<file path="src/rtl/mips_cpu_muldiv.sv">
// rtl/mips_cpu_muldiv.sv - iterative MULT/MULTU/DIV/DIVU/MTHI/MTLO unit owning HI/LO
module mips_cpu_muldiv #(
    parameter int WIDTH = 32
) (
    input  logic             clk,
    input  logic             reset,
    input  logic             en,
    input  logic             start,
    input  logic [2:0]       op,
    input  logic [WIDTH-1:0] a,
    input  logic [WIDTH-1:0] b,
    output logic             busy,
    output logic             done,
    output logic [WIDTH-1:0] hi,
    output logic [WIDTH-1:0] lo
);
    localparam int CW = $clog2(WIDTH + 1);

    localparam logic [2:0] OP_MULT  = 3'b000;
    localparam logic [2:0] OP_MULTU = 3'b001;
    localparam logic [2:0] OP_DIV   = 3'b010;
    localparam logic [2:0] OP_DIVU  = 3'b011;
    localparam logic [2:0] OP_MTHI  = 3'b100;
    localparam logic [2:0] OP_MTLO  = 3'b101;

    typedef enum logic [1:0] {S_IDLE, S_MUL, S_DIV, S_FIX} state_t;

    state_t               state, state_next;
    logic [CW-1:0]        counter;
    logic [2*WIDTH-1:0]   prod;      // product accumulator; low half doubles as quotient/dividend
    logic [WIDTH-1:0]     mcand;     // multiplicand or divisor magnitude
    logic [WIDTH-1:0]     rem;
    logic [WIDTH-1:0]     a_orig;
    logic                 is_div, res_neg, rem_neg, div_zero;

    logic                 signed_op, a_neg, b_neg;
    logic [WIDTH-1:0]     a_abs, b_abs;
    logic [WIDTH:0]       mul_sum, div_shift, div_trial;
    logic [2*WIDTH-1:0]   prod_fix;
    logic [WIDTH-1:0]     q_fix, r_fix;

    assign signed_op = (op == OP_MULT) || (op == OP_DIV);
    assign a_neg     = signed_op & a[WIDTH-1];
    assign b_neg     = signed_op & b[WIDTH-1];
    assign a_abs     = a_neg ? (WIDTH'(0) - a) : a;
    assign b_abs     = b_neg ? (WIDTH'(0) - b) : b;

    assign mul_sum   = {1'b0, prod[2*WIDTH-1:WIDTH]} + (prod[0] ? {1'b0, mcand} : {(WIDTH+1){1'b0}});
    assign div_shift = {rem, prod[WIDTH-1]};
    assign div_trial = div_shift - {1'b0, mcand};

    assign prod_fix  = res_neg ? ((2*WIDTH)'(0) - prod) : prod;
    assign q_fix     = res_neg ? (WIDTH'(0) - prod[WIDTH-1:0]) : prod[WIDTH-1:0];
    assign r_fix     = rem_neg ? (WIDTH'(0) - rem) : rem;

    assign busy      = (state != S_IDLE);

    always_comb begin
        state_next = state;
        case (state)
            S_IDLE: begin
                if (start) begin
                    if (op == OP_MULT || op == OP_MULTU)
                        state_next = S_MUL;
                    else if (op == OP_DIV || op == OP_DIVU)
                        state_next = S_DIV;
                end
            end
            S_MUL, S_DIV: if (counter == CW'(1)) state_next = S_FIX;
            S_FIX:        state_next = S_IDLE;
            default:      state_next = S_IDLE;
        endcase
    end

    always_ff @(posedge clk) begin
        if (reset) begin
            state    <= S_IDLE;
            counter  <= '0;
            done     <= 1'b0;
            hi       <= '0;
            lo       <= '0;
            prod     <= '0;
            mcand    <= '0;
            rem      <= '0;
            a_orig   <= '0;
            is_div   <= 1'b0;
            res_neg  <= 1'b0;
            rem_neg  <= 1'b0;
            div_zero <= 1'b0;
        end else if (en) begin
            state <= state_next;
            done  <= 1'b0;
            case (state)
                S_IDLE: begin
                    if (start) begin
                        if (op == OP_MTHI) begin
                            hi   <= a;
                            done <= 1'b1;
                        end else if (op == OP_MTLO) begin
                            lo   <= a;
                            done <= 1'b1;
                        end else if (op == OP_MULT || op == OP_MULTU) begin
                            prod    <= {{WIDTH{1'b0}}, b_abs};
                            mcand   <= a_abs;
                            is_div  <= 1'b0;
                            res_neg <= a_neg ^ b_neg;
                            counter <= CW'(WIDTH);
                        end else if (op == OP_DIV || op == OP_DIVU) begin
                            prod     <= {{WIDTH{1'b0}}, a_abs};
                            mcand    <= b_abs;
                            rem      <= '0;
                            a_orig   <= a;
                            is_div   <= 1'b1;
                            res_neg  <= a_neg ^ b_neg;
                            rem_neg  <= a_neg;
                            div_zero <= (b == '0);
                            counter  <= CW'(WIDTH);
                        end
                    end
                end
                S_MUL: begin
                    prod    <= {mul_sum, prod[WIDTH-1:1]};
                    counter <= counter - CW'(1);
                end
                S_DIV: begin
                    // Restoring step: keep the shifted remainder when the trial subtraction borrows
                    if (!div_trial[WIDTH]) begin
                        rem               <= div_trial[WIDTH-1:0];
                        prod[WIDTH-1:0]   <= {prod[WIDTH-2:0], 1'b1};
                    end else begin
                        rem               <= div_shift[WIDTH-1:0];
                        prod[WIDTH-1:0]   <= {prod[WIDTH-2:0], 1'b0};
                    end
                    counter <= counter - CW'(1);
                end
                S_FIX: begin
                    if (is_div) begin
                        if (div_zero) begin
                            lo <= '1;
                            hi <= a_orig;
                        end else begin
                            lo <= q_fix;
                            hi <= r_fix;
                        end
                    end else begin
                        hi <= prod_fix[2*WIDTH-1:WIDTH];
                        lo <= prod_fix[WIDTH-1:0];
                    end
                    done <= 1'b1;
                end
                default: ;
            endcase
        end
    end
endmodule
</file>
<file path="config.mk">
export PLATFORM = sky130hd
export DESIGN_NAME = mips_cpu_muldiv
export DESIGN_NICKNAME = d
export VERILOG_FILES = /design/src/rtl/mips_cpu_muldiv.sv
export SDC_FILE = /design/constraint.sdc
export NUM_CORES = 1
export LEC_CHECK = 0
export CAP_MARGIN = 30
export CORE_UTILIZATION = 51
export DETAILED_ROUTE_END_ITERATION = 16
export PLACE_DENSITY = 0.78
export RECOVER_POWER = 100
export SYNTH_ARGS = -nofsm -noshare
export SYNTH_HDL_FRONTEND = slang
export SYNTH_SLANG_ARGS = --single-unit
</file>
<file path="constraint.sdc">
create_clock -name clk -period 4.14 [get_ports clk]
set_clock_uncertainty 0.15 [all_clocks]
set_input_delay 0.828 -clock clk [delete_from_list [all_inputs] [get_ports clk]]
set_output_delay 0.828 -clock clk [all_outputs]
set_load 0.05 [all_outputs]
</file>
* After elaboration in Yosys (flattened, before gate mapping) *
Cells that the tools add are included.
Widths: inputs -> output; s select.

word-level totals
  flip-flop bits (word level) = 237
  output and inout port bits = 66

operators by class
  equal/unequal tests = 18
  reduce and logical (&&, ||, !) cells = 23
  bitwise logic cells = 6
  mux-type cells = 53
  $add $sub $neg = 8

operators with widths
  cell                   count
  $mux 32                22
  $mux 64                6
  $pmux 32 s2            4
  $sub 1x32->32 const A  4
  $pmux 32 s3            1
  $sub 1x64->64 const A  1
  $add 32x32->33         1
  $sub 33x32->33         1
  $logic_not 32->1       1
  $mux 6                 5
  $reduce_and 6->1       4
  $ne 2x2->1 const B     7
  $reduce_and 7->1       2
  $pmux 6 s2             1
  $reduce_bool 2->1      6
  $mux 1                 8
  $mux 2                 4
  $reduce_and 4->1       2
  $eq 3x2->1 const B     2
  $eq 3x3->1 const B     2
  $eq 6x1->1 const B     1
  $pmux 2 s3             1
  $sub 6x1->6 const B    1
  $reduce_and 5->1       1
  14 further kinds       20

* Depth between registers and ports, before layout *
  word-level depth = 10
  depth in mapped cells = 16

* Worst setup path after synthesis *
Ideal clock, no wire load.

  path kind = register -> register
  start point = reg prod[31]
  end point = reg rem[18]
  period minus slack after synthesis = 3581 ps
  arrival time = 3305 ps
  buffers on the path = 4
  cell stages (with the launch flop) = 17
  path slack = 559 ps
  data required time = 3864 ps
  cells stage by stage = dfxtp_1 clkbuf_1 inv_1 ha_1 fa_1 nand2b_1 a21o_1 a211oi_1 a21o_1 a22oi_1 and3_1 clkbuf_1 or2_2 clkbuf_1 clkbuf_1 a32oi_1 o21ai_0

on the way
  longest elaborated chain between the ends = 3

RTL lines
  what                      RTL line  text
  start: declaration        30        logic [2*WIDTH-1:0] prod;
  start signal: assignment  103       prod <= {{WIDTH{1'b0}}, b_abs};
  start signal: assignment  109       prod <= {{WIDTH{1'b0}}, a_abs};
  start signal: assignment  122       prod <= {mul_sum, prod[WIDTH-1:1]};
  $sub 33x32->33            50        assign div_trial = div_shift - {1'b0, mcand};
  $mux 32                   127       if (!div_trial[WIDTH]) begin
  $pmux 32 s2               93        case (state)
  end signal: assignment    128       rem <= div_trial[WIDTH-1:0];
  end signal: assignment    131       rem <= div_shift[WIDTH-1:0];
  end: declaration          32        logic [WIDTH-1:0] rem;

No other way between the ends.
A chain may end at the register's enable or synchronous reset.

* Worst setup path in the final report *
  start point = reg prod[26]
  end point = reg hi[26]

on the way
  longest elaborated chain between the ends = 4

RTL lines
  what                    RTL line  text
  $sub 1x64->64           52        assign prod_fix = res_neg ? ((2*WIDTH)'(0) - prod) : prod;
  $mux 64                 52
  $mux 32                 137       if (is_div) begin
  $pmux 32 s2             93
  end signal: assignment  140       hi <= a_orig;
  end signal: assignment  143       hi <= r_fix;
  end signal: assignment  146       hi <= prod_fix[2*WIDTH-1:WIDTH];
  end: declaration        14        output logic [WIDTH-1:0] hi,

No other way between the ends.

==> flow_metrics.tcl <==
set metrics [dict create \
    status "finished with violations" \
    violations "max-capacitance violations, max-slew violations" \
    start_util_pct 52.4 \
    diodes 0 \
    fmax_ghz 0.252 \
    hold_path_class "reg2reg" \
    cp_num_buf_inv 0 \
    ys.flop_type "dfxtp_1" \
    cts-resized-gates 0 \
    core_area_mm2 0.0339 \
    postCtsSetupBuffers 0 \
    antenna_found_initial 1 \
    final_net_count 2664 \
    critPathKind "reg2reg" \
    critical-path-top-delay-family "simple AND/OR/NAND/NOR gates" \
    swShare_pct 35.8 \
    dpl.cell_count 2935 \
    yosys.area.top_type "dfxtp_1" \
    cpPeakStageDelay_ns 0.71 \
    io_pins 137 \
    synth-seq-cells 237 \
    cts_buffers 28 \
    crit_chain "nor4_1 -> or4b_1 -> or4_4 -> nor3_1 -> nand2_1 -> nor4_1 -> mux2_2 -> o22ai_1 -> o22ai_1" \
    path_clk_slew_ns 0.06 \
    synth_edf_count 0 \
    synth_nets 2565 \
    ys_seq_area_share_pct 26.7 \
    grt_pass1_wl_um 103000 \
    ant_nets 0 \
    min_period_ns 3.97 \
    p_clk_share_pct 35.6 \
    cts.sinks 237 \
    cp.arrival_ns 4.24 \
    avgViaCountPerCell 6.56 \
    dr_total_vias 19600 \
    avgSynthCellArea_um2 7.34 \
    die_h_um 189 \
    final_cell_mix "336 x nand2_1, 257 x a21oi_1, 235 x dfxtp_1" \
    cp-end-kind "flip-flop" \
    post-dp-hpwl_um 51300 \
    cap_violations 1 \
    power.internal_w 0.00491 \
    row_count 67 \
    dr.pass1.iters 6 \
    insertion_delay_ns 0.56 \
    synthesis.area_mm2 0.0178 \
    fin_cells 2987 \
    syn_inst 2418 \
    critical_path_required_ns 4.42 \
    cts_hold_buf 0 \
    fp.dieArea_mm2 0.0356 \
    drc 0 \
    worst_slew_pin_slew_ns 1.53 \
    rsz0062_at_grt "false" \
    netlist.area_leader.share_pct 26.7 \
    clockBufferDepth 3 \
    comb_power_share_pct 31.1 \
    layout_commonest_cell "nand2_1" \
    root_buffer "clkbuf_16" \
    cts_tree "done" \
    hold_viol 0 \
    grt_pass1_vias 17500 \
    syn2layout_area_growth_pct 17.3 \
    p_leak_nw 8.13 \
    chipWidth_um 189 \
    pwr-share-seq_pct 33.3 \
    globalRouteOverflowTotal 0 \
    port_buffers 136 \
    wl_per_cell_um 22.7 \
    p_switching_w 0.00274 \
    drt_iter0_markers 2555 \
    final_max_slew_viol_count 31 \
    synth-async-reset-ratio_pct 0 \
    htreeDepth 1 \
    ir_drop_mv 0.301 \
    yosys_warnings 0 \
    grt_max_degree 90 \
    routed_wl_um 67900 \
    hold_slack_ns 0.302 \
    gp_congestion 0.995 \
    yosys.cell_types.count 80 \
    yosys-top-cells-area "dfxtp_1 27%, a21oi_1 7.2%, nand2_1 7.1%" \
    power_density_mw_per_mm2 367 \
    slew_headroom_pct -1.81 \
    tns_ns 0 \
    start_kind "flip-flop" \
    min_period_over_period_pct 95.8 \
    path_max_fanout 6 \
    grt_usage_pct 37.0 \
    crit_path_top_delay_cell "nor4_1" \
    setup_viol 0 \
    drive_above_1_share_pct 7.37 \
]
[worst reg2reg max path, delay by kind of cell, from the launching register on]
family          cells  cell delay, ns
mux                 1            0.38
simple gates        6            2.64
flops               1            0.42
compound gates      2            0.24
[Yosys cell counts (all sizes together), types with 5 or more instances]
master	instances
o31a	10
or4	25
nor2b	9
nand2	336
nor4	17
a22oi	33
or3	26
nand4	13
a21oi	257
a211oi	36
o21bai	7
nand3	37
o31ai	38
and3	16
nor2	214
nor3	48
or2	14
o21ai	155
o41ai	21
clkbuf	159
a311oi	5
o211ai	45
a221oi	7
xnor2	110
nand4b	8
inv	70
o22ai	11
a211o	5
dfxtp	237
o221ai	31
nand2b	19
a21o	48
buf	24
xor2	83
ha	74
a22o	21
a32oi	10
and2	13
o21a	10
mux2i	42
a31oi	22
[layout make-up]
class | instances | area, µm²
Clock buffer | 37 | 796
Clock inverter | 15 | 214
Fill cell | 3113 | 13100
Inverter | 71 | 267
Multi-Input combinational cell | 1927 | 12000
Sequential cell | 237 | 4750
Tap cell | 448 | 561
Timing Repair Buffer | 252 | 2210
[registers in the layout, summed over array words and instances, names as in the netlist]
name and flops:
hi 32, counter 6, mcand 32, state 2
is_div 1, rem 32, a_orig 32, lo 32
prod 64, rem_neg 1, res_neg 1, div_zero 1
done 1
[through the flow]
stage	total power [W]	setup slack [ns]	util, %	area [µm²]
2_1_floorplan	0.00408	0.559	-	17800
3_3_place_gp	0.00488	0.241	58.8	19900
6_report	0.00765	0.174	61.5	20800
4_1_cts	0.00761	0.444	61.8	20900
3_5_place_dp	0.00492	0.193	58.8	19900
5_1_grt	0.00790	0.133	61.5	20800
[cell families (layout without fill, tap and decap cells)]
group | Yosys count | count (layout) | synth area share, %
muxes | 44 | 44 | 2.50
DFF | 237 | 237 | 26.7
and+or+nand+nor | 806 | 806 | 21.0
xor gates and xnor gates | 193 | 193 | 9.52
AOI/OAI and AO/OA | 808 | 808 | 29.3
adders and majority gates | 76 | 76 | 5.44
buffers and inverters | 254 | 375 | 5.48
[power groups by stage]
stage	clock network, W	logic [W]	registers [W]
floorplan	0	0.00142	0.00265
global placement	0	0.00230	0.00258
detailed placement	0	0.00233	0.00259
CTS	0.00272	0.00235	0.00254
global route	0.00283	0.00252	0.00255
finish	0.00272	0.00238	0.00255
[routing by layer]
| metal | global-route usage (%) | routed length (µm) |
|---|---|---|
| met5 | 2.06 | 114 |
| met4 | 16.0 | 3340 |
| met3 | 10.5 | 10100 |
| met2 | 52.2 | 27200 |
| met1 | 51.9 | 27100 |
[path summary, 6_finish.rpt]
| check | slack, ns | depth (start not counted) | from | endpoint |
|---|---|---|---|---|
| max | 0.17 | 9 | prod[26] | hi[26] |
| min | 0.30 | 2 | lo[2] | lo[2] |
| max reg2reg | 0.17 | 9 | prod[26] | hi[26] |
| min reg2reg | 0.30 | 2 | lo[2] | lo[2] |
No activity file was read; power rests on OpenSTA's default activity.
